### src/rtl/rn_release_sequencer.sv
// Staged release of active-low bank resets, one bank per interval.
// Optional ack handshake per bank: define RN_SEQ_ACK_EN.
module rn_release_sequencer #(
  parameter int NUM_BANKS   = 4,
  parameter int HOLD_CYCLES = 8,
  parameter int GAP_CYCLES  = 4,
  parameter int CNT_W       = 8
) (
  input  logic                 CLK,
  input  logic                 RST,
  input  logic                 SW_RST,
`ifdef RN_SEQ_ACK_EN
  input  logic [NUM_BANKS-1:0] ACK,
`endif
  output logic [NUM_BANKS-1:0] RN,
  output logic                 BUSY,
  output logic                 DONE
);

  localparam int IDX_W = $clog2(NUM_BANKS);

  localparam logic [CNT_W-1:0] HOLD_LAST =
    CNT_W'(HOLD_CYCLES - 1);
  localparam logic [CNT_W-1:0] GAP_LAST =
    CNT_W'(GAP_CYCLES - 1);
  localparam logic [IDX_W-1:0] IDX_LAST =
    IDX_W'(NUM_BANKS - 1);

  typedef enum logic [1:0] {
    S_HOLD     = 2'd0,
    S_GAP      = 2'd1,
    S_IDLE     = 2'd2,
    S_WAIT_ACK = 2'd3
  } state_e;

  state_e               state_q, state_d;
  logic [CNT_W-1:0]     cnt_q, cnt_d;
  logic [IDX_W-1:0]     idx_q, idx_d;
  logic [NUM_BANKS-1:0] rn_q, rn_d;
  logic                 busy_q, busy_d;
  logic                 done_q, done_d;

  logic [IDX_W-1:0]     idx_nx;

  assign idx_nx = idx_q + 1'b1;

  // Next-state: count intervals and release banks in index order.
  always_comb begin
    state_d = state_q;
    cnt_d   = cnt_q;
    idx_d   = idx_q;
    rn_d    = rn_q;
    busy_d  = busy_q;
    done_d  = done_q;

    if (SW_RST) begin
      state_d = S_HOLD;
      cnt_d   = '0;
      idx_d   = '0;
      rn_d    = '0;
      busy_d  = 1'b1;
      done_d  = 1'b0;
    end else begin
      unique case (state_q)
        S_HOLD: begin
          if (cnt_q == HOLD_LAST) begin
            cnt_d   = '0;
            rn_d[0] = 1'b1;
`ifdef RN_SEQ_ACK_EN
            state_d = S_WAIT_ACK;
`else
            state_d = S_GAP;
`endif
          end else begin
            cnt_d = cnt_q + 1'b1;
          end
        end
        S_GAP: begin
          if (cnt_q == GAP_LAST) begin
            cnt_d        = '0;
            idx_d        = idx_nx;
            rn_d[idx_nx] = 1'b1;
`ifdef RN_SEQ_ACK_EN
            state_d = S_WAIT_ACK;
`else
            if (idx_nx == IDX_LAST) begin
              state_d = S_IDLE;
              busy_d  = 1'b0;
              done_d  = 1'b1;
            end
`endif
          end else begin
            cnt_d = cnt_q + 1'b1;
          end
        end
        S_WAIT_ACK: begin
`ifdef RN_SEQ_ACK_EN
          if (ACK[idx_q]) begin
            cnt_d = '0;
            if (idx_q == IDX_LAST) begin
              state_d = S_IDLE;
            end else begin
              state_d = S_GAP;
            end
          end
`else
          state_d = S_IDLE;
`endif
        end
        S_IDLE: begin
          busy_d = 1'b0;
          done_d = 1'b1;
        end
        default: begin
          state_d = S_HOLD;
        end
      endcase
    end
  end

  // State registers with synchronous block reset.
  always_ff @(posedge CLK) begin
    if (RST) begin
      state_q <= S_HOLD;
      cnt_q   <= '0;
      idx_q   <= '0;
      rn_q    <= '0;
      busy_q  <= 1'b1;
      done_q  <= 1'b0;
    end else begin
      state_q <= state_d;
      cnt_q   <= cnt_d;
      idx_q   <= idx_d;
      rn_q    <= rn_d;
      busy_q  <= busy_d;
      done_q  <= done_d;
    end
  end

  assign RN   = rn_q;
  assign BUSY = busy_q;
  assign DONE = done_q;

endmodule

### config.mk
export PLATFORM = sky130hd
export DESIGN_NAME = rn_release_sequencer
export DESIGN_NICKNAME = d
export VERILOG_FILES = /design/src/rtl/rn_release_sequencer.sv
export SDC_FILE = /design/constraint.sdc
export NUM_CORES = 1
export LEC_CHECK = 0
export CORE_MARGIN = 3
export CORE_UTILIZATION = 40
export CTS_BUF_LIST = sky130_fd_sc_hd__clkbuf_8
export DETAILED_ROUTE_END_ITERATION = 8
export PLACE_DENSITY = 0.6
export SLEW_MARGIN = 15
export SYNTH_ARGS = -nofsm -noshare
export SYNTH_HDL_FRONTEND = slang
export SYNTH_SLANG_ARGS = --single-unit
export TNS_END_PERCENT = 50
### constraint.sdc
create_clock -name CLK -period 1.6 [get_ports CLK]
set_input_delay 0.24 -clock CLK [delete_from_list [all_inputs] [get_ports CLK]]
set_output_delay 0.24 -clock CLK [all_outputs]
set_load 0.05 [all_outputs]
---- Yosys cells after proc, flatten, opt, wreduce, memory -nomap -nowiden ----
Cells that the tools add are included.
word-level totals
  output and inout port bits .............. 6
  bits of input ports ..................... 3
  register bits ........................... 18
operators by class
  $lt $le $gt $ge ......................... 2
  eq/ne operators ......................... 9
  muxes and demuxes ....................... 18
  bitwise operators ....................... 1
  add/subtract/negate cells ............... 2
  reductions and logical operators ........ 10
operator list
  cell                                                  number
  two-way mux 8 bit                                     2
  one-hot mux 8 bit (2 select lines)                    1
  adder 8 x 1 -> 8 bit (second input constant)          1
  equality test 8 x 2 -> 1 bit (second input constant)  1
  equality test 8 x 3 -> 1 bit (second input constant)  1
  two-way mux 1 bit                                     7
  equality test 2 bit (second input constant)           3
  two-way mux 2 bit                                     3
  != test 2 bit (second input constant)                 3
  one-hot mux 1 bit (2 select lines)                    3
  one-hot mux 2 bit (3 select lines)                    1
  AND reduction 3 bit                                   2
  OR 4 bit                                              1
  AND reduction 4 bit                                   1
  nonzero test 2 bit                                    2
  < comparator 2 x 3 -> 1 bit (second input constant)   1
  nonzero test 3 bit                                    1
  adder 2 x 1 -> 2 bit (second input constant)          1
  demux 1 bit (select 2 bit)                            1
  equality test 2 x 1 -> 1 bit (second input constant)  1
  >= comparator 2 x 1 -> 1 bit (second input constant)  1
  logical NOT 2 bit                                     1
  AND reduction 2 bit                                   1
  OR reduction 2 bit                                    1
  logical AND 1 bit                                     1

---- Depth between registers and ports, before layout ----
  word-level depth ........................ 8
  gate-level depth with buffers ........... 5
  gate-level depth less buffers ........... 5

---- Least setup slack after synthesis ----
OpenSTA, ideal clock, no wires.
  path type ............................... register to register
  start ................................... reg cnt_q[0]
  end ..................................... reg cnt_q[2]
  buffers on the path ..................... 1
  slack ................................... -0.152 ns
  clock period less this slack ............ 1.752 ns
  arrival ................................. 1.637 ns
  stages on the path, launching flop included .. 6
  cells stage by stage .................... dfxtp_1 -> ha_1 -> or3b_2 -> or3_1 -> buf_2 -> and3_1
on the way
  word-level cells in the longest chain between the ends .. 3
  elaborated cells between the ends (all ways) .. 6
  classes of those cells .................. add/sub (1); eq/ne (2); mux (3)
ends and longest elaborated chain
  what                                                RTL line  text
  start, declared                                     37        logic [CNT_W-1:0] cnt_q, cnt_d;
  start signal, assigned                              132       cnt_q <= cnt_d;
  adder 8 x 1 -> 8 bit, or another cell as far along  75, 93
  two-way mux 8 bit (on tied branches)                79, 66
  one-hot mux 8 bit (2 select lines) (*)              64        unique case (state_q)
Mark *: on every way between the ends. The rest lies on a longest branch, timed or not.
A chain may end at the register's enable or synchronous reset.

---- Worst setup path in the final report ----
  start ................................... reg cnt_q[3]
  end ..................................... reg cnt_q[2]
on the way
  word-level cells in the longest chain between the ends .. 3
  elaborated cells between the ends (all ways) .. 5
  classes of those cells .................. eq/ne (2); mux (3)
ends and longest elaborated chain
  what                                                                                 RTL line
  equality test 8 x 2 -> 1 bit / equality test 8 x 3 -> 1 bit (equally long branches)  79, 66
  two-way mux 8 bit (on tied branches)                                                 79, 66
  one-hot mux 8 bit (2 select lines) (*)                                               64
Marked as above.

==> out/metrics.yaml <==
timing:
  fmax_mhz: 624.2
  slew_headroom_pct: 77.60
  period_share_pct: 100.1
  setup_slack_ns: -0.001975
  tns_ns: -0.001975
  rsz0062_at_grt: "yes"
  report.final.hold_viol_count: 0
  finalSetupViolCount: 1
  worst_pin_slew_ns: 0.3356
  hold_ws_ns: 0.4418
  fin_crit_ns: 1.602
  finClkSkew_ns: 0.001854
  slew_violations: 0
yosys:
  avgSynthCellArea_sq_um: 8.993
  synth.distinct_cells: 31
  synth_cells: 96
  synth-seq-area-share_pct: 41.74
  yosysWarnings: 0
  netlist_area_sq_um: 863.3
  ys_seq_elements: 18
  syn_nets: 104
routing:
  first_iter_violations: 6
  drt-vias-per-instance: 4.979
  first_pass_iters: 4
  vias: 702
  drt_wl_total_microns: 1609
  ant_nets: 0
  wl_per_cell_microns: 11.41
  drc: 0
worst_setup_path:
  worstPathRequired_ns: 1.75
  crit_type: "reg2reg"
  worstPathArrival_ns: 1.75
  cp-end-kind: "register"
  start_kind: "register"
  cp_max_fo: 7
finish:
  nFillCells: 192
  fin_cells: 141
  areaGrowthSynthToFinish_pct: 28.99
  seqCellArea_sq_um: 364.1
  diodes: 0
  finalNetCount: 123
  final_common_cell: "buf_4"
  drive_above_1_share_pct: 28.95
  multiInputGateArea_sq_um: 490.5
  final_cell_mix: "17 x buf_4, 15 x dfxtp_1, 12 x nand2_1, 6 x nor2_1, 5 x o21ai_0"
cts:
  cts_tree: "yes"
  cts_root_buf: "clkbuf_8"
  clk-insertion-delay-late_ns: 0.25
  clock_sinks: 18
  cts_max_level: 1
  cts_max_path_buffers: 2
  cts_inserted_buffers: 3
  postCtsHoldBufs: 0
  path_clk_slew_ns: 0.07
placement:
  io_buffer_count: 8
  place.gp.congestion: 0.8041
  dp_slack_ns: -0.06398
  dp.cells: 137
  place_hpwl_microns: 1162
global_routing:
  grt_max_degree: 17
  grt_first_pass_wirelength_microns: 2704
  grt_overflow: 0
  grt_usage_pct: 13.46
  antenna_found_initial: 0
  grt_pass1_vias: 641
power_and_ir_drop:
  power_density_mw_per_mm2: 764.1
  ir_drop_uv: 410.7
  p_leak_uw: 0.0004247
  p_total_uw: 850.9
floorplan:
  core_region_area_sq_mm: 0.002002
  initial_utilization_pct: 43.13
  dieArea_sq_mm: 0.002752
  fp.dieH_microns: 52.46
  fp.dieW_microns: 52.46
  core.rowCount: 16
  ios: 9
flow_run:
  max_cap_violations: 0
outcome:
  violations: "setup timing"
  status: "complete, but fails checks"
worst_hold_path:
  min_path_type: "reg2reg"
[cells by family (layout without fill, tap and decap cells)]
logic type | count (synthesis) | after routing | synth area share (%)
adder cells (fa/ha/maj) | 5 | 5 | 7.246
AND/OR/NAND/NOR | 38 | 38 | 24.06
AO/OA/AOI/OAI | 18 | 18 | 13.48
flip-flops | 18 | 18 | 41.74
buffers and inverters | 9 | 27 | 4.926
multiplexers | 3 | 3 | 3.478
XOR/XNOR | 5 | 5 | 5.073
[stage by stage]
step | util [%] | area (sq um)
after global placement | 51.38 | 1028
after global routing | 55.63 | 1114
after floorplan | - | 877.1
after detailed placement | 51.38 | 1028
after CTS | 54.69 | 1095
final | 55.63 | 1114
[path summary, 6_finish.rpt]
kind	startpoint	endpoint	slack (ns)	cells past startpoint
worst min register to register	RN[2]	RN[2]	0.44	2
worst max register to register	cnt_q[3]	cnt_q[2]	-0.002	3
worst max-delay path	cnt_q[3]	cnt_q[2]	-0.002	3
worst min-delay path	RN[2]	RN[2]	0.44	2
[area by class of cell]
type                       count  area share [%]
sequential                    18           32.70
tap                           27           3.034
inverter                       3           1.011
clock buffer                   4           4.944
timing repair buffer          20           14.27
multi-input combinational     69           44.04
[per-layer routing]
| metal | GRT usage, % | wire length [microns] |
|---|---|---|
| met4 | 7.660 | 0 |
| met2 | 20.04 | 742 |
| met3 | 2.564 | 57 |
| met1 | 17.94 | 809 |
| met5 | 0 | 0 |
[critical path, cell delays in order, from the launching register on]
cell and delay [ns]:
dfxtp_2 0.32, or4_4 0.59, or3_4 0.40, and3_4 0.18
[registers in the layout, summed over array words and instances (netlist names)]
signal   count
DONE         1
state_q      2
BUSY         1
idx_q        2
RN           4
cnt_q        8
[Yosys cell counts]
master / number / area [sq um]
a211oi_1: 1 / 7.510
a21oi_1: 3 / 15.01
and3_1: 1 / 6.260
buf_1: 1 / 3.750
buf_2: 1 / 5.000
buf_6: 1 / 11.26
clkbuf_1: 3 / 11.26
dfxtp_1: 18 / 360.4
ha_1: 5 / 62.56
inv_1: 3 / 11.26
mux2i_1: 3 / 30.03
nand2_1: 12 / 45.04
nand2b_1: 3 / 18.77
nand3_1: 1 / 5.000
nand3b_1: 2 / 15.01
nand4_1: 1 / 6.260
nand4b_1: 2 / 17.52
nor2_1: 6 / 22.52
nor3_1: 1 / 5.000
nor4_1: 2 / 12.51
o21a_1: 3 / 22.52
o21ai_0: 5 / 25.02
o21ai_1: 3 / 15.01
o311a_1: 1 / 10.01
o31a_1: 1 / 8.760
o31ai_2: 1 / 12.51
or3_1: 4 / 25.02
or3b_2: 2 / 17.52
or4_4: 1 / 11.26
xnor2_1: 2 / 17.52
xor2_1: 3 / 26.28
[power breakdown]
group          switching (uW)  leakage [uW]  internal [uW]
registers                1.48      0.000147            451
logic                    15.8      0.000249           17.7
clock network             147     0.0000288            218
total                     164      0.000425            687
[timing repair]
action                                  in CTS  in global routing
setup buffers                                0                  0
pin swaps                                    0                  2
endpoints found under the setup margin       4                  9
gates resized for setup                      2                  4
Note: power is estimated with default switching activity, not from simulation.
